==> src/rtl/redundant_l3_normalizer.sv <==
// rtl/redundant_l3_normalizer.sv - resolves a redundant L3 polynomial into a plain binary integer
// One limb per cycle: ripple the 1-bit running carry plus the previous limb's carry field upward.
module redundant_l3_normalizer #(
    parameter int ADD_DIV = 4,
    parameter int LIMB_W  = 68,
    parameter int CARRY_W = 20,
    parameter int OUT_W   = LIMB_W * ADD_DIV + CARRY_W + 1
) (
    input  logic                                clk,
    input  logic                                rst,
    input  logic                                in_valid,
    output logic                                in_ready,
    input  logic [ADD_DIV*(CARRY_W+LIMB_W)-1:0] in_poly,
    output logic                                out_valid,
    input  logic                                out_ready,
    output logic [OUT_W-1:0]                    out_uint
);

    localparam int LANE_W = CARRY_W + LIMB_W;
    localparam int POLY_W = ADD_DIV * LANE_W;
    localparam int KW     = (ADD_DIV > 1) ? $clog2(ADD_DIV) : 1;
    localparam int TOP_W  = OUT_W - LIMB_W * ADD_DIV;
    localparam logic [KW-1:0] K_LAST = KW'(ADD_DIV - 1);

    typedef enum logic [1:0] {
        S_IDLE,
        S_PROP,
        S_FIN,
        S_OUT
    } state_t;

    state_t              state_q, state_d;
    logic [POLY_W-1:0]   poly_q, poly_d;
    logic [KW-1:0]       k_q, k_d;
    logic                c_q, c_d;
    logic [OUT_W-1:0]    res_q, res_d;

    logic [LIMB_W-1:0]   val_k;
    logic [CARRY_W-1:0]  carry_prev;
    logic [CARRY_W-1:0]  carry_last;
    logic [LIMB_W:0]     s;
    logic [TOP_W-1:0]    top_sum;

    // Limb k's value field and limb k-1's carry field, both picked from the private copy.
    always_comb begin
        val_k      = '0;
        carry_prev = '0;
        for (int i = 0; i < ADD_DIV; i++) begin
            if (k_q == KW'(i)) begin
                val_k = poly_q[i*LANE_W +: LIMB_W];
            end
        end
        for (int i = 1; i < ADD_DIV; i++) begin
            if (k_q == KW'(i)) begin
                carry_prev = poly_q[(i-1)*LANE_W + LIMB_W +: CARRY_W];
            end
        end
        carry_last = poly_q[(ADD_DIV-1)*LANE_W + LIMB_W +: CARRY_W];
        s          = {1'b0, val_k} + (LIMB_W+1)'(carry_prev) + (LIMB_W+1)'(c_q);
        top_sum    = TOP_W'(carry_last) + TOP_W'(c_q);
    end

    always_comb begin
        state_d = state_q;
        poly_d  = poly_q;
        k_d     = k_q;
        c_d     = c_q;
        res_d   = res_q;
        case (state_q)
            S_IDLE: begin
                if (in_valid) begin
                    poly_d  = in_poly;
                    k_d     = '0;
                    c_d     = 1'b0;
                    res_d   = '0;
                    state_d = S_PROP;
                end
            end
            S_PROP: begin
                for (int i = 0; i < ADD_DIV; i++) begin
                    if (k_q == KW'(i)) begin
                        res_d[i*LIMB_W +: LIMB_W] = s[LIMB_W-1:0];
                    end
                end
                c_d = s[LIMB_W];
                if (k_q == K_LAST) begin
                    k_d     = '0;
                    state_d = S_FIN;
                end else begin
                    k_d = k_q + KW'(1);
                end
            end
            S_FIN: begin
                res_d[OUT_W-1 -: TOP_W] = top_sum;
                c_d     = 1'b0;
                state_d = S_OUT;
            end
            S_OUT: begin
                if (out_ready) begin
                    state_d = S_IDLE;
                end
            end
            default: state_d = S_IDLE;
        endcase
    end

    always_ff @(posedge clk or posedge rst) begin
        if (rst) begin
            state_q <= S_IDLE;
            poly_q  <= '0;
            k_q     <= '0;
            c_q     <= 1'b0;
            res_q   <= '0;
        end else begin
            state_q <= state_d;
            poly_q  <= poly_d;
            k_q     <= k_d;
            c_q     <= c_d;
            res_q   <= res_d;
        end
    end

    assign in_ready  = (state_q == S_IDLE);
    assign out_valid = (state_q == S_OUT);
    assign out_uint  = res_q;

endmodule

==> config.mk <==
export PLATFORM = sky130hd
export DESIGN_NAME = redundant_l3_normalizer
export DESIGN_NICKNAME = d
export VERILOG_FILES = /design/src/rtl/redundant_l3_normalizer.sv
export SDC_FILE = /design/constraint.sdc
export NUM_CORES = 2
export LEC_CHECK = 0
export ABC_AREA = 1
export CORE_AREA = 2 2 251 253
export CTS_CLUSTER_DIAMETER = 60
export DETAILED_ROUTE_END_ITERATION = 12
export DIE_AREA = 0 0 253 255
export PLACE_DENSITY_LB_ADDON = 0.12
export SLEW_MARGIN = 20
export SYNTH_ARGS = -nofsm -noshare
export SYNTH_HDL_FRONTEND = slang
export SYNTH_SLANG_ARGS = --single-unit
==> constraint.sdc <==
create_clock -name clk -period 59.3 [get_ports clk]
set_clock_uncertainty 0.1 [all_clocks]
set_input_delay 11.86 -clock clk [delete_from_list [all_inputs] [get_ports clk]]
set_output_delay 11.86 -clock clk [all_outputs]
set_load 0.02 [all_outputs]
### Word-level counts from Yosys, hierarchy flattened

Index checks and enable logic that the tools add are counted.

| operators by class | value |
|---|---|
| $add $sub $neg | 4 |
| eq/ne operators | 12 |
| multiplexer cells | 23 |
| reduce and logical (&&, ||, !) cells | 14 |

Operator list:

| kind | number |
|---|---|
| 68-bit 2-to-1 mux | 8 |
| 272-bit case mux with 2 select lines | 1 |
| 293-bit 2-to-1 mux | 1 |
| 68-bit by 20-bit adder with 69-bit output | 1 |
| 69-bit by 1-bit adder with 69-bit output | 1 |
| 20-bit 2-to-1 mux | 3 |
| 21-bit case mux with 2 select lines | 1 |
| 20-bit by 1-bit adder with 21-bit output | 1 |
| 3-bit AND reduction | 5 |
| 2-bit 2-to-1 mux | 5 |
| 2-bit inequality test (second input constant) | 5 |
| 2-bit == test (second input constant) | 4 |
| 2-bit case mux with 4 select lines | 1 |
| 2-bit AND reduction | 4 |
| 2-bit by 1-bit == test with 1-bit output (second input constant) | 2 |
| 2-bit logical NOT | 2 |
| 2-bit case mux with 2 select lines | 1 |
| 2-bit nonzero test | 2 |
| 1-bit case mux with 3 select lines | 1 |
| 3-bit nonzero test | 1 |
| 2-bit by 1-bit adder with 2-bit output (second input constant) | 1 |
| 2-bit by 1-bit inequality test with 1-bit output (second input constant) | 1 |
| 1-bit 2-to-1 mux | 1 |

| word-level totals | value |
|---|---|
| register bits | 650 |
| bits of input ports | 356 |
| output and inout bits | 295 |

### Depth between registers and ports, before layout

| logic depth | value |
|---|---|
| word-level depth | 9 |
| depth in mapped cells | 28 |
| gate-level depth less buffers | 25 |

### Least setup slack after synthesis

Ideal clock, no wire load.

| timing | value |
|---|---|
| kind | input port to flip-flop |
| from | in in_valid |
| to | reg res_q[139], in the netlist out_uint[139] |
| arrival time | 13191 ps |
| path slack | 45873 ps |
| cell stages on the path | 9 |
| buffers on the path | 2 |
| cells stage by stage | nand2_1 -> o21ai_1 -> inv_1 -> a21oi_2 -> inv_2 -> clkbuf_1 -> clkbuf_1 -> nand2_1 -> o21ai_0 |

| on the way | value |
|---|---|
| longest elaborated chain between the ends | 2 |

Ends and longest elaborated chain:

| element | line | source |
|---|---|---|
| start: declaration | 11 | `input logic in_valid,` |
| 2-bit inequality test (no line) | -- |  |
| 3-bit AND reduction (no line) | -- |  |
| end signal: assignment | 119 | `res_q <= res_d;` |
| end: declaration | 36 | `logic [OUT_W-1:0] res_q, res_d;` |

No other way between the ends.
A chain may end at the register's enable or synchronous reset.

### Worst setup path in the final report

| timing | value |
|---|---|
| from | in in_valid |
| to | reg res_q[143], in the netlist out_uint[143] |

The elaborated chain is that of the path after synthesis.

==> run_results.csv <==
group,metric,value,unit
placed_design,place_congestion,0.951,
timing,tns,0,ns
placed_design,place_area,0.0376,mm²
floorplanning,die_width,253,µm
cts,cts_buffers,72,
synthesis,syn_inst,3423,
cts,cts_max_level,3,
critical_path,r2r_slack,53.33,ns
cells_and_area,final_nets,4382,
cts,cts_resized,0,
flow_run,max-cap-violations,0,
synthesis,avgSynthCellArea,8.93,µm²
cells_and_area,layout_common_cells,"843 x nand2_1, 650 x dfrtp_1, 650 x clkdlybuf4s50_1, 293 x nor2_1, 256 x a21oi_1",
power,leakage,18.3,nW
synthesis,synth_xor_area_share,0.0573,%
timing,finalCritPeriodShare,26.1,%
synthesis,synth_cell_types,49,
placed_design,dp_hpwl,75.3,mm
min_path,hold_depth,2,
cts,holdBufCountCts,0,
cts,clockRootBuffer,"clkbuf_16",
timing,setup_slack,43.81,ns
critical_path,r2r_cells,23,
route,ant_nets,0,
min_path,hp-class,"reg2reg",
synthesis,ys.flop_type,"dfrtp_1",
synthesis,synth-seq-area-share,53.2,%
floorplanning,core,0.0622,mm²
min_path,min_to,"out_uint[69]",
synthesis,async_reset_ff_share,100,%
route,met3_length,7.43,mm
synthesis,ys_ff_latch,650,
cells_and_area,drive_gt1_share,11.7,%
critical_path,critPathArrivalTime,15.84,ns
cts,post-cts-setup-buffer-count,0,
outcome,status,"finished, final reports clean",
floorplanning,rows,92,
critical_path,start_kind,"input pin",
critical_path,crit_fanout,63,
cts,clkLatencyLatePin,0.62,ns
synthesis,synthesis.nets,3812,
route,dr.max_layer_used,"met5",
critical_path,r2r-start,"k_q[0]",
power,power,0.00236,W
route,drcViolationCount,0,
floorplanning,die_y,255,µm
cells_and_area,area_delta_synth_final,30.7,%
route,routed_wl,102,mm
power,p_per_area,58.9,mW/mm²
timing,period_minus_slack,15.49,ns
timing,hold_viol,0,
timing,setup_viol,0,
placed_design,dpl_worst_slack,43.24,ns
route,wl_met2,47.7,mm
route,vias,26349,
grt,grt_pass1_vias,25128,
synthesis,synth_compound_area_share,11.2,%
floorplanning,fp.dieArea,0.0645,mm²
cts,cts_sinks,650,
grt,grt-ovfl-total,0,
synthesis,synth_edf_count,0,
critical_path,crit_path_end_kind,"flop",
route,via_per_inst,5.42,
synthesis,synthSimpleGateAreaFrac,19.9,%
synthesis,synth-adder-area-share,1.40,%
grt,grt_max_degree,207,
timing,maxSlewHeadroom,28.6,%
grt,grt_pass1_wl,153,mm
timing,slew_viol_final,0,
floorplanning,start_util,49.2,%
floorplanning,io_pins,651,
cells_and_area,postLayoutCellArea,0.0400,mm²
min_path,hold_start,"out_uint[69]",
placed_design,numPortBuffers,650,
route,wl_per_cell,21.0,µm
synthesis,synth_top_family_by_area,"simple AND/OR/NAND/NOR gates",
cells_and_area,final_common_cell,"nand2_1",
critical_path,crit_type,"in2reg",
cts,cts.path.max_buffers,3,
cts,path_clk_slew,0.06,ns
critical_path,worstPathRequired,59.65,ns
cts,cts_tree,"done",
route,first_pass_iters,5,
timing,worst_pin_slew,1.07,ns
critical_path,r2r_end,"out_uint[126]",
power,ir_drop,0.0310,mV
route,dr.first_iter.drc_count,2166,
grt,grt_usage,31.4,%
timing,timing.fmax,64.6,MHz
grt,antenna_found_initial,29,
timing,rsz0062_at_grt,"false",
route,met1Wirelength,43.9,mm
synthesis,yosys_warnings,0,
synthesis,synthMuxAreaShare,8.43,%
synthesis,syn-cell-area,0.0306,mm²
cells by family after synthesis:
| group | after synthesis |
|---|---|
| AO/OA/AOI/OAI | 641 |
| XOR/XNOR | 2 |
| adder cells (fa/ha/maj) | 33 |
| buffers and inverters | 437 |
| flip-flops | 650 |
| multiplexers | 229 |
| AND/OR/NAND/NOR | 1431 |
cells in the mapped netlist, drive strengths merged, types with 7 or more instances:
master	count	area, µm²
a21oi	269	1400
buf	59	354
clkbuf	119	447
dfrtp	650	16300
ha	31	388
inv	257	967
mux2	229	2580
nand2	861	3280
nand3	129	741
nand4	81	507
nor2	326	1360
nor3	15	85.1
o211ai	19	143
o21ai	310	1550
o22ai	16	100
or2	7	43.8
through the flow:
stage | instances | hold WS [ns] | utilization [%]
after detailed placement | 4718 | 0.360 | 60.4
after global placement | 4718 | 0.359 | 60.4
after global routing | 4863 | 0.390 | 64.3
final | 4865 | 0.368 | 64.3
after floorplan | 3423 | 0.374 | -
after CTS | 4843 | 0.374 | 64.2
registers in the layout, summed over array words and instances (netlist names):
name,flops
c_q,1
k_q,2
out_uint,293
poly_q,352
state_q,2
critical path: stages:
cell	delay [ns]
clkdlybuf4s50_1	0.52
nand2_4	0.40
o21ai_1	0.31
inv_1	0.16
a21oi_2	0.77
clkinv_2	0.93
buf_4	0.59
nand2_1	0.13
o21ai_0	0.10
power breakdown:
group | switching (W) | leakage [nW] | internal, W
Combinational | 0.000752 | 9.07 | 0.000423
Clock | 0.000182 | 1.16 | 0.000262
Sequential | 0.000103 | 8.08 | 0.000635
Total | 0.00104 | 18.3 | 0.00132
cell type report:
| cell class | count | area [µm²] |
|---|---|---|
| sequential | 650 | 16300 |
| clock inverter | 15 | 174 |
| fill | 5225 | 22200 |
| timing repair buffer | 674 | 6720 |
| tap | 799 | 1000 |
| clock buffer | 110 | 2180 |
| antenna | 22 | 55.1 |
| inverter | 259 | 990 |
| multi-input combinational | 2336 | 12600 |
metal layers:
layer | GRT usage (%) | vias up
li1 | - | 12444
met1 | 42.9 | 12849
met2 | 49.7 | 871
met3 | 6.84 | 169
met4 | 10.7 | 16
met5 | 0 | -
worst max-delay path by stage:
stage	start	end	depth (start not counted)
after floorplan	rst	c_q	1
after global placement	in_valid	out_uint[159]	9
after detailed placement	in_valid	out_uint[157]	9
after CTS	in_valid	out_uint[143]	9
after global routing	in_valid	out_uint[144]	9
final	in_valid	out_uint[143]	9
No activity file was read; power rests on OpenSTA's default activity.
